File: config.mk
export PLATFORM = sky130hd
export DESIGN_NAME = tt_mux_ctrl
export DESIGN_NICKNAME = d
export VERILOG_FILES = /design/src/rtl/tt_mux_pkg.sv /design/src/rtl/tt_mux_ow_sel.sv /design/src/rtl/tt_mux_ctrl.sv
export SDC_FILE = /design/constraint.sdc
export NUM_CORES = 1
export LEC_CHECK = 0
export CAP_MARGIN = 30
export CORE_UTILIZATION = 34
export DETAILED_ROUTE_END_ITERATION = 10
export PLACE_DENSITY = 0.84
export SLEW_MARGIN = 10
export SYNTH_ARGS = -nofsm -noshare
export SYNTH_HDL_FRONTEND = slang
export SYNTH_SLANG_ARGS = --single-unit
File: constraint.sdc
create_clock -name clk -period 1.55 [get_ports clk]
set_input_delay 0.3875 -clock clk [delete_from_list [all_inputs] [get_ports clk]]
set_output_delay 0.3875 -clock clk [all_outputs]
set_load 0.02 [all_outputs]
File: src/rtl/tt_mux_pkg.sv
// Shared types and word layout for the muxed project array host controller.
package tt_mux_pkg;

    typedef enum logic [1:0] {
        ST_IDLE  = 2'd0,
        ST_GAP   = 2'd1,
        ST_RESET = 2'd2,
        ST_RUN   = 2'd3
    } state_t;

    localparam int IW_W       = 18;
    localparam int OW_W       = 24;
    localparam int IW_CLK     = 0;
    localparam int IW_RST_N   = 1;
    localparam int OW_UO_OUT  = 0;
    localparam int OW_UIO_OUT = 8;
    localparam int OW_UIO_OE  = 16;

    function automatic int max2(input int a, input int b);
        return (a > b) ? a : b;
    endfunction

endpackage

File: src/rtl/tt_mux_ow_sel.sv
// Registered NUM_PROJ:1 mux of wrapper output words; forces zero when not valid.
// Latency 1 cycle from ow_bus; no backpressure.
module tt_mux_ow_sel
    import tt_mux_pkg::*;
#(
    parameter int NUM_PROJ = 4
) (
    input  logic                     clk,
    input  logic                     rst_n,
    input  logic [OW_W*NUM_PROJ-1:0] ow_bus,
    input  logic [3:0]               sel,
    input  logic                     valid,
    output logic [OW_W-1:0]          ow_host
);

    logic [OW_W-1:0] slice;

    always_comb begin
        slice = '0;
        for (int k = 0; k < NUM_PROJ; k++) begin
            if (sel == 4'(k)) slice = ow_bus[k*OW_W +: OW_W];
        end
    end

    always_ff @(posedge clk or negedge rst_n) begin
        if (!rst_n) ow_host <= '0;
        else        ow_host <= valid ? slice : '0;
    end

endmodule

File: src/rtl/tt_mux_ctrl.sv
// Host controller: accepts project selects, sequences gap/reset/run on one-hot ena.
// Select-to-run GAP_CYCLES+RST_CYCLES+1 cycles; iw/ow_host 1 cycle; sel_ready low while switching.
module tt_mux_ctrl
    import tt_mux_pkg::*;
#(
    parameter int NUM_PROJ   = 4,
    parameter int GAP_CYCLES = 2,
    parameter int RST_CYCLES = 4
) (
    input  logic                     clk,
    input  logic                     rst_n,
    input  logic [3:0]               sel_addr,
    input  logic                     sel_valid,
    output logic                     sel_ready,
    output logic                     sel_err,
    output logic                     busy,
    input  logic [IW_W-1:0]          iw_host,
    output logic [NUM_PROJ-1:0]      ena,
    output logic [IW_W-1:0]          iw,
    input  logic [OW_W*NUM_PROJ-1:0] ow_bus,
    output logic [OW_W-1:0]          ow_host,
    output logic                     ow_valid
);

    localparam int CW = $clog2(max2(GAP_CYCLES, RST_CYCLES) + 1);

    state_t              state;
    logic [CW-1:0]       cnt;
    logic [3:0]          sel_idx;
    logic                sel_vld;
    logic                accept;
    logic                addr_ok;
    logic [NUM_PROJ-1:0] ena_nxt;

    assign sel_ready = (state == ST_IDLE) || (state == ST_RUN);
    assign busy      = (state == ST_GAP) || (state == ST_RESET);
    assign accept    = sel_valid && sel_ready;
    assign addr_ok   = ({1'b0, sel_addr} < 5'(NUM_PROJ));

    always_comb begin
        ena_nxt = '0;
        for (int k = 0; k < NUM_PROJ; k++) begin
            if (sel_vld && sel_idx == 4'(k)) ena_nxt[k] = 1'b1;
        end
    end

    always_ff @(posedge clk or negedge rst_n) begin
        if (!rst_n) begin
            state   <= ST_IDLE;
            cnt     <= '0;
            sel_idx <= '0;
            sel_vld <= 1'b0;
            sel_err <= 1'b0;
        end else begin
            sel_err <= 1'b0;
            case (state)
                ST_IDLE, ST_RUN: begin
                    if (accept) begin
                        if (addr_ok) begin
                            state   <= ST_GAP;
                            cnt     <= CW'(GAP_CYCLES);
                            sel_idx <= sel_addr;
                            sel_vld <= 1'b1;
                        end else begin
                            state   <= ST_IDLE;
                            sel_vld <= 1'b0;
                            sel_err <= 1'b1;
                        end
                    end
                end
                ST_GAP: begin
                    if (cnt <= CW'(1)) begin
                        state <= ST_RESET;
                        cnt   <= CW'(RST_CYCLES);
                    end else begin
                        cnt <= cnt - CW'(1);
                    end
                end
                ST_RESET: begin
                    if (cnt <= CW'(1)) state <= ST_RUN;
                    else               cnt   <= cnt - CW'(1);
                end
            endcase
        end
    end

    // Outputs follow the state register by one edge, so the old enable drops
    // on the edge after the accept and the new one rises GAP_CYCLES later.
    always_ff @(posedge clk or negedge rst_n) begin
        if (!rst_n) begin
            ena      <= '0;
            iw       <= '0;
            ow_valid <= 1'b0;
        end else begin
            ow_valid <= (state == ST_RUN);
            case (state)
                ST_RESET: begin
                    ena <= ena_nxt;
                    iw  <= iw_host & ~(IW_W'(1) << IW_RST_N);
                end
                ST_RUN: begin
                    ena <= ena_nxt;
                    iw  <= iw_host;
                end
                default: begin
                    ena <= '0;
                    iw  <= '0;
                end
            endcase
        end
    end

    tt_mux_ow_sel #(.NUM_PROJ(NUM_PROJ)) u_ow_sel (
        .clk     (clk),
        .rst_n   (rst_n),
        .ow_bus  (ow_bus),
        .sel     (sel_idx),
        .valid   (state == ST_RUN),
        .ow_host (ow_host)
    );

endmodule
==> flow_metrics.env, run 1 <==
export IMPL_outcome="finished with violations"
export IMPL_violations="negative setup slack"
export IMPL_finalCritPeriodShare_pct=103
export IMPL_place_gp_congestion=0.770
export IMPL_grt_ovfl_total=0
export IMPL_worstPathRequired_ns=1.16
export IMPL_grt_pass1_wl_um=12600
export IMPL_cts_hold_buffers=0
export IMPL_core_area_um2=8180
export IMPL_crit_type="register to output pin"
export IMPL_critPathTopFamily="flip-flops"
export IMPL_cts_made_buffers=9
export IMPL_combPwrFrac_pct=56.1
export IMPL_cp_arrival_ns=1.21
export IMPL_cts_root_buf="clkbuf_8"
export IMPL_finalSetupTns_ns=-0.118
export IMPL_crit_path_start="state[0]"
export IMPL_layout_cells_non_filler=539
export IMPL_synth_top_area_share_pct=50.5
export IMPL_end_kind="output pin"
export IMPL_avgSynthCellArea_um2=11.8
export IMPL_crit_chain="inv_2 > ha_4 > inv_4 > buf_6"
export IMPL_synth_edf_count=0
export IMPL_min_period_ns=1.60
export IMPL_fin_nets=554
export IMPL_ir_worst_vdd_uv=1450
export IMPL_grt_setup_unrepaired="true"
export IMPL_portBuffers=170
export IMPL_synth_area_um2=2870
export IMPL_wire_per_inst_um=15.6
export IMPL_clk_insertion_delay_late_ns=0.33
export IMPL_switching_share_pct=37.2
export IMPL_yosysTopAreaCell="dfrtp_1"
export IMPL_synth_cell_types=34
export IMPL_dpl_cell_count=519
export IMPL_r2r_end="cnt[0]"
export IMPL_grt_max_degree=41
export IMPL_ys_dominant_reg_cell="dfrtp_1"
export IMPL_first_pass_iters=4
export IMPL_slowest_delay_ns=0.37
export IMPL_cp_slowest_cell="dfrtp_1"
export IMPL_fmax_mhz=627
export IMPL_tightest_slew_ns=0.389
export IMPL_die_y_um=93.9
export IMPL_start_util_pct=35.1
export IMPL_r2r_start="state[0]"
export IMPL_path_buf_inv=3
export IMPL_final_common_cell="clkdlybuf4s50_1"
export IMPL_clock_path_buffers=2
export IMPL_vias=2527
export IMPL_powerDensity_nw_per_um2=1760
export IMPL_clkPwrFrac_pct=18.4
export IMPL_cts_max_level=3
export IMPL_synth_nets=369
export IMPL_rrSetupSlack_ns=-0.03
export IMPL_cts_tree="built"
export IMPL_synth_warnings=0
export IMPL_wl_um=8430
export IMPL_remaining_drc_errors=0
export IMPL_drv_slew=0
export IMPL_hold_violations=0
export IMPL_die_w_um=93.9
export IMPL_grt_usage_pct=19.2
export IMPL_antenna_left=0
export IMPL_drive_gt1_share_pct=24.7
export IMPL_setup_ws_ns=-0.0462
export IMPL_seq_area_frac_synth_pct=50.5
export IMPL_most_common_layout_cells="clkdlybuf4s50_1 (119), dfrtp_1 (57), mux2_2 (49)"
export IMPL_power_switching_w=0.00328
export IMPL_die_area_um2=8820
export IMPL_p_total_w=0.00882
export IMPL_ys_ff_latch=58
export IMPL_internal_power_w=0.00554
export IMPL_synth_area_leaders="dfrtp_1 (51%), mux2_2 (20%), nor2_1 (4.2%), o22ai_1 (3.7%), o22ai_2 (3.5%)"
export IMPL_grt_pass1_vias=2536
export IMPL_num_rows=33
export IMPL_synth_async_reset_ratio_pct=100
export IMPL_path_max_fanout=3
export IMPL_postSynthCellCount=244
export IMPL_ioPinCount=171
export IMPL_ff2ff_path_depth=6
export IMPL_drt_vias_per_instance=4.69
export IMPL_pwr_share_seq_pct=25.4
export IMPL_crit_path_start_kind="register"
export IMPL_area_delta_synth_final_pct=74.4
export IMPL_p_leak_nw=2.34
export IMPL_cts_sinks=58
export IMPL_drv_cap=0
export IMPL_dp_hpwl_um=6400
export IMPL_diodes=0
export IMPL_path_clk_slew_ns=0.07
export IMPL_slew_headroom_pct=74.1
export IMPL_finalSetupViolations=5
export IMPL_antenna_found_initial=0
export IMPL_hp_class="input pin to asynchronous set/reset pin"
export IMPL_clock_skew_ns=0.00520
export IMPL_drtIter0Drc=46
[metrics by stage]
| step | utilization, % | instance area [um2] | hold WS (ns) | setup slack [ns] |
|---|---|---|---|---|
| 2_1_floorplan | - | 2900 | 0.0919 | -0.0197 |
| 3_3_place_gp | 58.4 | 4780 | 0.414 | -0.249 |
| 3_5_place_dp | 58.4 | 4780 | 0.427 | -0.290 |
| 4_1_cts | 60.9 | 4980 | 0.0601 | -0.0612 |
| 5_1_grt | 61.2 | 5010 | 0.0697 | -0.102 |
| 6_report | 61.2 | 5010 | 0.0572 | -0.0462 |
[worst register-to-register path: cells and delay by family (launching register included)]
kind            cells  cell delay, ns
flops               1            0.37
compound gates      1            0.30
fa+ha+maj           1            0.29
mux                 1            0.27
buf+inv             2            0.19
simple gates        1            0.05
[timing repair]
action / CTS / global route
setup endpoints to repair: 54 / 6
setup buffers: 3 / 1
pin swaps: 1 / 3
hold endpoints to repair: 0 / 0
gates resized for setup: 63 / 5
[worst max-delay path by stage]
| stage | end | slack, ns | cells after the start |
|---|---|---|---|
| after floorplan | cnt[0] | -0.02 | 6 |
| after global routing | busy | -0.10 | 4 |
| final | busy | -0.05 | 4 |
| after CTS | busy | -0.06 | 3 |
| after detailed placement | cnt[0] | -0.29 | 4 |
| after global placement | cnt[0] | -0.25 | 4 |
[layer usage]
layer  share of wire (%)  wire (um)  GRT usage, %  vias up
met4                 1.8        148          8.33        0
met2                  53       4460          35.0       92
li1                    -          -             -     1236
met3                 6.0        510          4.29       11
met1                  39       3310          21.2     1188
met5                   0          0             0        -
[registers in the layout (all words and copies together), names as in the netlist]
name,flops
cnt,3
iw,18
u_ow_sel.ow_host,24
ow_valid,1
ena,4
state,2
sel_err,1
sel_idx,4
sel_vld,1
[power groups by stage]
stage               combinational [W]  sequential [W]  clock [W]
floorplan                     0.00250         0.00284          0
global placement              0.00496         0.00227          0
detailed placement            0.00508         0.00229          0
CTS                           0.00492         0.00225    0.00167
global route                  0.00530         0.00229    0.00175
finish                        0.00495         0.00224    0.00163
[synth_stat cells (all sizes together) (2+ instances only)]
library cell / instances
dfrtp: 58
mux2: 51
nor2: 32
o22ai: 25
nor2b: 13
buf: 11
clkbuf: 7
inv: 7
o21ai: 7
and2b: 6
ha: 4
a21oi: 3
nand2: 2
nor3: 2
or3b: 2
[final cells by class]
class / instances / area, um2
tap: 105 / 131
inverter: 7 / 28.8
timing repair buffer: 192 / 1850
sequential: 58 / 1450
fill: 666 / 3170
multi-input combinational: 161 / 1310
clock buffer: 12 / 165
clock inverter: 4 / 72.6
[cells by family after synthesis]
family                     count (synthesis)  share of synthesized area, %
and+or+nand+nor                           63                          11.8
DFF                                       58                          50.5
muxes                                     51                          20.0
AOI/OAI and AO/OA                         43                          11.2
buffers and inverters                     25                          4.75
adders and majority gates                  4                          1.74
No activity file was read; power rests on OpenSTA's default activity.
==> run 2, diff against run 1 <==
PLACE_DENSITY = 0.73   (was 0.84)
==> run 2 against run 1 <==
The flow still finishes with violations (negative setup slack). Count of clock-buffer cells in the layout unchanged. Maximum frequency increased by 1.5%. Hold slack gained 0.0055 ns. Flip-flop and latch count unchanged. Utilization increased by 0.077 points. Critical path type unchanged. Highest routed layer unchanged.
==> flow_metrics.env, run 2 (synthesis gave the netlist of run 1 again) <==
export IMPL_outcome="finished with violations"
export IMPL_violations="negative setup slack"
export IMPL_core_area_um2=8180
export IMPL_hp_class="input pin to asynchronous set/reset pin"
export IMPL_portBuffers=170
export IMPL_wire_per_inst_um=15.2
export IMPL_cts_sinks=58
export IMPL_crit_type="register to output pin"
export IMPL_dpl_cell_count=519
export IMPL_slowest_delay_ns=0.36
export IMPL_die_area_um2=8820
export IMPL_powerDensity_nw_per_um2=1730
export IMPL_grt_max_degree=59
export IMPL_ioPinCount=171
export IMPL_area_delta_synth_final_pct=74.6
export IMPL_path_buf_inv=3
export IMPL_crit_path_start_kind="register"
export IMPL_top_register="u_ow_sel.ow_host"
export IMPL_place_area_um2=4780
export IMPL_ir_worst_vdd_uv=1490
export IMPL_final_common_cell="clkdlybuf4s50_1"
export IMPL_layout_cells_non_filler=539
export IMPL_antenna_found_initial=0
export IMPL_wl_um=8200
export IMPL_p_leak_nw=2.34
export IMPL_cp_slowest_cell="dfrtp_1"
export IMPL_drive_gt1_share_pct=25.1
export IMPL_start_util_pct=35.1
export IMPL_finalCritPeriodShare_pct=101
export IMPL_drtIter0Drc=84
export IMPL_slew_headroom_pct=76.6
export IMPL_fmax_mhz=636
export IMPL_fin_nets=554
export IMPL_place_gp_congestion=0.733
export IMPL_finalSetupViolations=1
export IMPL_most_common_layout_cells="clkdlybuf4s50_1 (119), dfrtp_1 (57), mux2_2 (49)"
export IMPL_antenna_left=0
export IMPL_grt_ovfl_total=0
export IMPL_die_y_um=93.9
export IMPL_critPathTopFamily="flip-flops"
export IMPL_min_period_ns=1.57
export IMPL_cts_max_level=3
export IMPL_grt_usage_pct=18.8
export IMPL_grt_setup_unrepaired="true"
export IMPL_path_clk_slew_ns=0.07
export IMPL_path_max_fanout=3
export IMPL_clock_path_buffers=2
export IMPL_final_area_um2=5010
export IMPL_clk_insertion_delay_late_ns=0.33
export IMPL_whs_ns=0.0628
export IMPL_reg_top3="u_ow_sel.ow_host x24, iw x18"
export IMPL_num_rows=33
export IMPL_first_pass_iters=4
export IMPL_setup_ws_ns=-0.0232
export IMPL_drt_vias_per_instance=4.67
export IMPL_drv_slew=0
export IMPL_place_ws_ns=-0.326
export IMPL_cts_made_buffers=9
export IMPL_end_kind="output pin"
export IMPL_cts_tree="built"
export IMPL_path_common_cell="inv_2"
export IMPL_diodes=0
export IMPL_vias=2519
export IMPL_grt_pass1_vias=2466
export IMPL_hold_violations=0
export IMPL_cts_hold_buffers=0
export IMPL_crit_chain="inv_2 > ha_4 > inv_2 > buf_6"
export IMPL_dp_hpwl_um=5960
export IMPL_tightest_slew_ns=0.351
export IMPL_cp_arrival_ns=1.19
export IMPL_remaining_drc_errors=0
export IMPL_p_total_w=0.00869
export IMPL_clock_skew_ns=0.00529
export IMPL_cts_root_buf="clkbuf_8"
export IMPL_die_w_um=93.9
export IMPL_grt_pass1_wl_um=12500
export IMPL_worstPathRequired_ns=1.16
export IMPL_largest_reg_flops=24
export IMPL_drv_cap=0
==> run 2: cell counts in the layout (fill, tap and decap cells not counted) <==
No cell type changed its count.
==> run 2: report_power, final <==
part / total (W) / switching [W] / internal, W / leakage [nW]
clock: 0.00162 / 0.000582 / 0.00103 / 0.119
combinational: 0.00483 / 0.00244 / 0.00239 / 1.46
sequential: 0.00224 / 0.000191 / 0.00205 / 0.761
==> run 2: worst reg2reg max path, stage by stage (launching register included) <==
cell	delay (ns)
dfrtp_1	0.36
inv_2	0.06
ha_4	0.28
buf_6	0.11
nor2_1	0.04
mux2_2	0.26
a221o_1	0.30
==> run 2: layout make-up <==
cell class | instances | area, um2
clock buffer | 12 | 165
clock inverter | 4 | 72.6
fill | 683 | 3160
inverter | 7 | 26.3
multi-input combinational | 161 | 1320
sequential | 58 | 1450
tap | 105 | 131
timing repair buffer | 192 | 1850
==> run 2: repair_timing <==
| item | 4_1_cts | 5_1_grt |
|---|---|---|
| resized for setup | 62 | 8 |
| buffers inserted | 3 | 1 |
| endpoints found under the setup margin | 54 | 7 |
| hold endpoints to repair | 0 | 0 |
| pin swaps | 2 | 2 |
==> run 2: per-stage QoR <==
step | utilization, % | setup TNS (ns)
after CTS | 61.0 | -0.0780
final | 61.3 | -0.0232
after detailed placement | 58.4 | -1.45
after global placement | 58.4 | -1.13
after global routing | 61.3 | -0.104
after floorplan | - | -0.0197
==> run 2: final timing paths <==
| check | startpoint | end | slack (ns) | cells after the start |
|---|---|---|---|---|
| min reg2reg | sel_idx[3] | ena[1] | 0.50 | 1 |
| min in group clk | sel_idx[3] | ena[1] | 0.50 | 1 |
| max reg2reg | state[0] | cnt[0] | 0.02 | 6 |
| max in group asynchronous | rst_n | sel_idx[0] | 1.21 | 2 |
| max | state[0] | busy | -0.02 | 4 |
| min | rst_n | iw[12] | 0.06 | 2 |
==> run 2: routing by layer <==
layer	part of all wire, %	global-route usage (%)	wire length (um)
met5	0	0	0
met1	40	22.3	3310
met3	7.3	3.96	598
met2	51	33.3	4180
met4	1.2	6.92	99
